===== config.mk =====
export PLATFORM = sky130hd
export DESIGN_NAME = screen_coord_tracker
export DESIGN_NICKNAME = d
export VERILOG_FILES = /design/src/rtl/video_pkg.sv /design/src/rtl/wrap_counter.sv /design/src/rtl/screen_coord_tracker.sv
export SDC_FILE = /design/constraint.sdc
export NUM_CORES = 1
export LEC_CHECK = 0
export ABC_AREA = 0
export CORE_ASPECT_RATIO = 1.25
export CORE_MARGIN = 1.5
export CORE_UTILIZATION = 62
export CTS_CLUSTER_DIAMETER = 30
export DETAILED_ROUTE_END_ITERATION = 10
export DONT_BUFFER_PORTS = 1
export GPL_TIMING_DRIVEN = 1
export PLACE_DENSITY = 0.75
export RECOVER_POWER = 25
export REMOVE_ABC_BUFFERS = 1
export SETUP_SLACK_MARGIN = 0.2
export SLEW_MARGIN = 25
export SYNTH_ARGS = -nofsm -noshare
export SYNTH_HDL_FRONTEND = slang
export SYNTH_SLANG_ARGS = --single-unit
export TNS_END_PERCENT = 30

===== constraint.sdc =====
create_clock -name pixel_clk -period 2.5 [get_ports pixel_clk]
set_input_delay 0.625 -clock pixel_clk [delete_from_list [all_inputs] [get_ports pixel_clk]]
set_output_delay 0.625 -clock pixel_clk [all_outputs]
set_load 0.02 [all_outputs]

===== src/rtl/video_pkg.sv =====
// Shared constants and elaboration helpers for the VGA output path.
// Default geometry, tile size and width-check functions used by the coordinate tracker.
package video_pkg;

    localparam int H_ACTIVE_DEF        = 640;
    localparam int V_ACTIVE_DEF        = 480;
    localparam int X_WIDTH_DEF         = 10;
    localparam int Y_WIDTH_DEF         = 10;
    localparam int TILE_SHIFT_DEF      = 4;
    localparam int FRAME_CNT_WIDTH_DEF = 8;

    // True when a counter of 'width' bits can hold the indices 0..count-1.
    function automatic bit fits_width(input int count, input int width);
        return $clog2(count) <= width;
    endfunction

    function automatic int min_int(input int a, input int b);
        return (a < b) ? a : b;
    endfunction

endpackage


===== src/rtl/wrap_counter.sv =====
// Modulo-(MAX+1) counter with synchronous clear; clear beats increment.
// Used for the x and y coordinate axes of the screen tracker.
module wrap_counter #(
    parameter int MAX   = 639,
    parameter int WIDTH = 10
) (
    input  logic             pixel_clk,
    input  logic             reset,
    input  logic             inc,
    input  logic             clr,
    output logic [WIDTH-1:0] value,
    output logic             at_max
);

    logic [WIDTH-1:0] value_reg;
    logic [WIDTH-1:0] value_next;

    assign at_max = (value_reg == WIDTH'(MAX));
    assign value  = value_reg;

    always_comb begin
        value_next = value_reg;
        if (clr) begin
            value_next = '0;
        end else if (inc) begin
            value_next = at_max ? '0 : value_reg + WIDTH'(1);
        end
    end

    always_ff @(posedge pixel_clk) begin
        if (reset) begin
            value_reg <= '0;
        end else begin
            value_reg <= value_next;
        end
    end

endmodule


===== src/rtl/screen_coord_tracker.sv =====
// Active-area coordinate tracker: screen/tile coordinates, line and frame strobes,
// frame counter, and a sticky flag for frame_sync arriving away from the origin.
module screen_coord_tracker
    import video_pkg::*;
#(
    parameter int H_ACTIVE        = H_ACTIVE_DEF,
    parameter int V_ACTIVE        = V_ACTIVE_DEF,
    parameter int X_WIDTH         = X_WIDTH_DEF,
    parameter int Y_WIDTH         = Y_WIDTH_DEF,
    parameter int TILE_SHIFT      = TILE_SHIFT_DEF,
    parameter int FRAME_CNT_WIDTH = FRAME_CNT_WIDTH_DEF
) (
    input  logic                          pixel_clk,
    input  logic                          reset,
    input  logic                          video_enable,
    input  logic                          frame_sync,
    output logic [X_WIDTH-1:0]            screen_pixel_x,
    output logic [Y_WIDTH-1:0]            screen_pixel_y,
    output logic [X_WIDTH-TILE_SHIFT-1:0] tile_x,
    output logic [Y_WIDTH-TILE_SHIFT-1:0] tile_y,
    output logic [TILE_SHIFT-1:0]         tile_px_x,
    output logic [TILE_SHIFT-1:0]         tile_px_y,
    output logic                          line_start,
    output logic                          line_end,
    output logic                          frame_start,
    output logic                          frame_end,
    output logic [FRAME_CNT_WIDTH-1:0]    frame_count,
    output logic                          sync_error
);

    if (!fits_width(H_ACTIVE, X_WIDTH)) begin : g_bad_x_width
        $error("screen_coord_tracker: H_ACTIVE does not fit in X_WIDTH bits");
    end
    if (!fits_width(V_ACTIVE, Y_WIDTH)) begin : g_bad_y_width
        $error("screen_coord_tracker: V_ACTIVE does not fit in Y_WIDTH bits");
    end
    if (TILE_SHIFT >= min_int(X_WIDTH, Y_WIDTH)) begin : g_bad_tile_shift
        $error("screen_coord_tracker: TILE_SHIFT must be below both coordinate widths");
    end

    logic [X_WIDTH-1:0]         x_value;
    logic [Y_WIDTH-1:0]         y_value;
    logic                       x_at_max;
    logic                       y_at_max;
    logic                       at_origin;
    logic [FRAME_CNT_WIDTH-1:0] frame_count_reg;
    logic [FRAME_CNT_WIDTH-1:0] frame_count_next;
    logic                       sync_error_reg;
    logic                       sync_error_next;

    // frame_sync drives clr on both axes, so it overrides any enabled increment.
    wrap_counter #(
        .MAX   (H_ACTIVE - 1),
        .WIDTH (X_WIDTH)
    ) u_x_counter (
        .pixel_clk (pixel_clk),
        .reset     (reset),
        .inc       (video_enable),
        .clr       (frame_sync),
        .value     (x_value),
        .at_max    (x_at_max)
    );

    wrap_counter #(
        .MAX   (V_ACTIVE - 1),
        .WIDTH (Y_WIDTH)
    ) u_y_counter (
        .pixel_clk (pixel_clk),
        .reset     (reset),
        .inc       (x_at_max & video_enable),
        .clr       (frame_sync),
        .value     (y_value),
        .at_max    (y_at_max)
    );

    assign at_origin = (x_value == '0) && (y_value == '0);

    assign screen_pixel_x = x_value;
    assign screen_pixel_y = y_value;
    assign tile_x         = x_value[X_WIDTH-1:TILE_SHIFT];
    assign tile_y         = y_value[Y_WIDTH-1:TILE_SHIFT];
    assign tile_px_x      = x_value[TILE_SHIFT-1:0];
    assign tile_px_y      = y_value[TILE_SHIFT-1:0];

    assign line_start  = video_enable & (x_value == '0);
    assign line_end    = video_enable & x_at_max;
    assign frame_start = line_start & (y_value == '0);
    assign frame_end   = line_end & y_at_max;

    // A frame completed in the same cycle as frame_sync still counts.
    always_comb begin
        frame_count_next = frame_count_reg + FRAME_CNT_WIDTH'(frame_end);
        sync_error_next  = sync_error_reg | (frame_sync & ~at_origin);
    end

    always_ff @(posedge pixel_clk) begin
        if (reset) begin
            frame_count_reg <= '0;
            sync_error_reg  <= 1'b0;
        end else begin
            frame_count_reg <= frame_count_next;
            sync_error_reg  <= sync_error_next;
        end
    end

    assign frame_count = frame_count_reg;
    assign sync_error  = sync_error_reg;

endmodule


# Word level (Yosys, flattened, before mapping)
# Cells that the tools add are included.
[word_totals]
regBits = 29
input_bits = 4
out_inout_bits = 53
word_cells = 22
[classes]
add_sub_neg = 3
n_eq_ne = 2
n_mux = 2
bitwise = 7
reduce_logical = 4
[ops]
columns = ["cell", "count"]
rows = [
  ["$add 10x1->10 const B", 2],
  ["$logic_not 10->1", 2],
  ["$mux 10", 2],
  ["$eq 10x10->1 const B", 1],
  ["$eq 10x9->1 const B", 1],
  ["$add 8x1->8", 1],
  ["$and 1x1->1", 5],
  ["$reduce_or 2->1", 1],
  ["$logic_and 1x1->1", 1],
  ["$not 1->1", 1],
  ["$or 1x1->1", 1],
]

# Logic depth before layout (Yosys ltp)
[logic_depth]
ltp_word = 5
ltp_mapped = 10
ltp_nobuf = 9

# By module
# A second synthesis with hierarchy kept.
[hier_totals]
hier_cells = 176
hier_area_um2 = 1539.0
[modules_own_cells]
columns = ["module", "instances", "cells_per_inst", "area_per_inst_um2", "seq_area_each_um2"]
rows = [
  ["screen_coord_tracker", 1, 70, 579.3, 180.2],
  ["wrap_counter at u_y_counter", 1, 52, 483.0, 200.2],
  ["wrap_counter at u_x_counter", 1, 54, 476.7, 200.2],
]

# Worst setup path after synthesis
# Ideal clock, no wire load.
[synth_path]
path_type = "input to register"
start = "input video_enable"
end = "register frame_count_reg[5], in the netlist frame_count[5]"
setup_ps = 127
arrival_time_ps = 2376
required_time_ps = 2373
slack_ps = -3
stages = 10
n_path_buf = 2
path_cell_list = "buf_2 -> and3_2 -> nand3_4 -> clkbuf_1 -> nor2_1 -> ha_1 -> and3_1 -> nand3_1 -> xor2_1 -> nor2_1"
[synth_via]
elab_chain_len = 3
[synth_lines]
columns = ["item", "line_no", "source"]
rows = [
  ["start, declared", "screen_coord_tracker.sv:15", "input logic video_enable,"],
  ["$and 1x1->1", "screen_coord_tracker.sv:86", "assign line_end = video_enable & x_at_max;"],
  ["$and 1x1->1", "screen_coord_tracker.sv:88", "assign frame_end = line_end & y_at_max;"],
  ["named net frame_end", "screen_coord_tracker.sv:26", "output logic frame_end,"],
  ["$add 8x1->8", "screen_coord_tracker.sv:92", "frame_count_next = frame_count_reg + FRAME_CNT_WIDTH'(frame_end);"],
  ["end signal, assigned", "screen_coord_tracker.sv:101", "frame_count_reg <= frame_count_next;"],
  ["end, declared", "screen_coord_tracker.sv:46", "logic [FRAME_CNT_WIDTH-1:0] frame_count_reg;"],
]
# The timed path passes the listed nets, and every way through them passes these cells.
# A chain may end at the register's enable or synchronous reset.

# Worst setup path after layout
[layout_path]
start = "register u_x_counter.value_reg[9], in the netlist u_x_counter.value[9]"
end = "output frame_start"
[layout_via]
elab_chain_len = 3
[layout_lines]
columns = ["item", "line_no", "source"]
rows = [
  ["start, declared", "wrap_counter.sv:15", "logic [WIDTH-1:0] value_reg;"],
  ["start signal, assigned", "wrap_counter.sv:34", "value_reg <= value_next;"],
  ["$logic_not 10->1", "screen_coord_tracker.sv:85", "assign line_start = video_enable & (x_value == '0);"],
  ["$and 1x1->1", "screen_coord_tracker.sv:85", ""],
  ["$and 1x1->1", "screen_coord_tracker.sv:87", "assign frame_start = line_start & (y_value == '0);"],
  ["end, declared", "screen_coord_tracker.sv:25", "output logic frame_start,"],
]
# Every way passes these cells.

==> reports/summary.txt <==
# nets final - 202
Post-Syn Area - 0.00157 mm²
Leak - 0.666 nW
All-layer global routing usage - 26.3%
Total power - 0.794 mW
Worst slew margin - 55.0%
CTS Sinks - 29
Critical path data arrival time - 1720 ps
Fraction of layout cells with a size suffix above 1 - 23.8%
Clk root buf - clkbuf_4
Pin count of the biggest net entering global routing - 17
Initial antenna violation count - 0
Worst Path Max Fanout - 5
DIE HEIGHT - 59.2 µm
Library cells used by synthesis - 36
Vias/cell - 5.84
Syn-to-layout area delta - 11.8%
Synthesized flop and latch total - 29
Hold WC Path Type - in2reg
PnR worst setup slack - 159 ps
RePlAce Congestion - 0.839
Sequential-to-total area share from yosys stat - 37.1%
RSZ-0062 raised after global routing - yes
H-tree levels - 2
N_diodes - 0
CP Data Required Time - 1880 ps
Initial DRC count - 44
Max Slew Vio Count - 0
Post-synthesis xor/xnor area fraction - 9.51%
Final hold viol count - 0
Tmin final - 2340 ps
Post-Synth Simple-Gate Area - 30.0%
Crit end category - output pin
Share of synthesized registers carrying an async set or reset - 0%
Register area - 584 µm²
I/O Pins - 57
Multi-input logic area - 837 µm²
Largest family of logic cells by synthesized area - simple AND/OR/NAND/NOR gates
Max Fclk - 427 MHz
Main flop type after synthesis - dfxtp_1
DP Wirelength - 2400 µm
Endpoints failing setup - 0
Die width - 47.9 µm
PortBufs - 0
CTS tree - built
Area fraction in compound gates after synthesis - 5.44%
Adder-cell share of the synthesized area - 4.80%
DR vias - 1320
Core Rows - 20
Startpoint Class - flop
Synth warn - 0
Mux cell area share after synthesis - 0.639%
Power per cell area - 454 mW/mm²
First-pass GRT wire length - 5330 µm
Fill cells - 197
Initial Util - 65.2%
Placed instance area - 0.00159 mm²
Post-route ant nets - 0
Clock-pin slew on the worst setup and hold paths - 110 ps
Critical path class - reg2out
Post-route cell area - 0.00175 mm²
Clock Path Buffers - 2
Vias in the first global route - 1284
Core area - 0.00240 mm²
Clock latency on the worst-skew pair - 330 ps
Synth Instances - 186
Maxcap violations - 0
Final hold slack - 346 ps
CTS Buf Count - 5
DR WL/cell - 15.2 µm
Area leader, netlist - dfxtp_1
Top cell type's share of synthesized area - 37.1%
Routed wire length - 3430 µm
Post-synth EDFFs - 0
Maximum vdd ir drop - 0.000535 V
Mean Syn Cell Area - 8.42 µm²
DRC errors left - 0
DP Worst Slack - 382 ps
Global route overflow - 0
Number of hold buffers added after cts - 0
Post-route clock period utilization - 93.6%
Leading post-synthesis cells by cell area - dfxtp_1, buf_4, nor2_1
First-pass DRT Iterations - 4
Worst slew pin tran - 675 ps
Clk_skew - 8.26 ps
Die area - 0.00284 mm²
Status - finished clean
[final cells by class]
cell class	count	share of cell area, %
Inverter	7	1.79
Timing Repair Buffer	24	11.2
Multi-Input combinational cell	125	47.9
Clock buffer	5	2.15
Tap cell	33	2.36
Sequential cell	29	33.4
Clock inverter	3	1.29
[per-layer routing]
| metal | vias up | track usage, % | part of all wire [%] |
|---|---|---|---|
| met4 | 0 | 10.8 | 1.7 |
| met2 | 48 | 45.3 | 53 |
| met5 | - | 0 | 0 |
| li1 | 627 | - | - |
| met3 | 8 | 7.93 | 5.9 |
| met1 | 637 | 28.6 | 40 |
[placed cells by master (no fill, tap or decap), types with 3 or more instances in the layout]
cell	synthesis	layout
xor2_1	10	10
and3_1	3	3
xnor2_1	7	7
nor2_1	25	24
ha_1	6	5
inv_1	7	5
clkbuf_4	0	5
nand4_1	5	5
nand3_1	18	17
a21oi_1	7	7
o21ai_0	3	3
dfxtp_1	29	28
nor3_1	4	3
nand2_1	10	10
clkinvlp_4	0	3
buf_4	20	20
[worst paths after layout]
| kind | from | end | slack, ps | depth (start not counted) |
|---|---|---|---|---|
| max | u_x_counter.value[9] | frame_start | 160 | 5 |
| min | reset | sync_error | 350 | 1 |
| max reg2reg | u_x_counter.value[1] | frame_count[7] | 340 | 10 |
| min reg2reg | u_y_counter.value[0] | u_y_counter.value[0] | 510 | 2 |
[synthesized netlist by cell type, drive strengths merged (2+ instances only)]
library cell	number
nor3	4
buf	21
or4	2
nor2	25
o21ai	3
or3	2
a31oi	2
nand4	5
and4	2
nand2	10
and3	4
ha	6
nand2b	2
inv	7
dfxtp	29
clkbuf	4
xor2	10
nor4b	2
xnor2	7
a21oi	7
and2	2
nor2b	2
nand3	19
[stage by stage]
stage	setup TNS, ps	utilization (%)	instances
after CTS	0	72.3	224
after floorplan	-290	-	161
final	0	72.8	226
after detailed placement	0	66.4	215
after global placement	0	66.4	215
after global routing	0	72.8	226
[kinds of logic after synthesis]
| logic type | Yosys count |
|---|---|
| buf+inv | 32 |
| fa+ha+maj | 6 |
| mux | 1 |
| simple gates | 86 |
| xor+xnor | 17 |
| compound gates | 15 |
| flops | 29 |
[worst max-delay path: stages (launching register included)]
cell,delay (ps)
dfxtp_1,350
clkbuf_1,530
nor2_1,160
nand3_2,150
nor3_2,50
buf_4,150
[report_power, final]
group          total [mW]  internal, mW  switching [mW]
Clock               0.293         0.109           0.185
Combinational      0.0359        0.0149          0.0210
Sequential          0.465         0.463         0.00247
Total               0.794         0.586           0.208
[repair_timing]
item,CTS,global route
endpoints found under the setup margin,3,4
buffers inserted,1,2
resized for setup,21,1
gates cloned,0,0
pin swaps,5,5
Note: power is estimated with default switching activity, not from simulation.
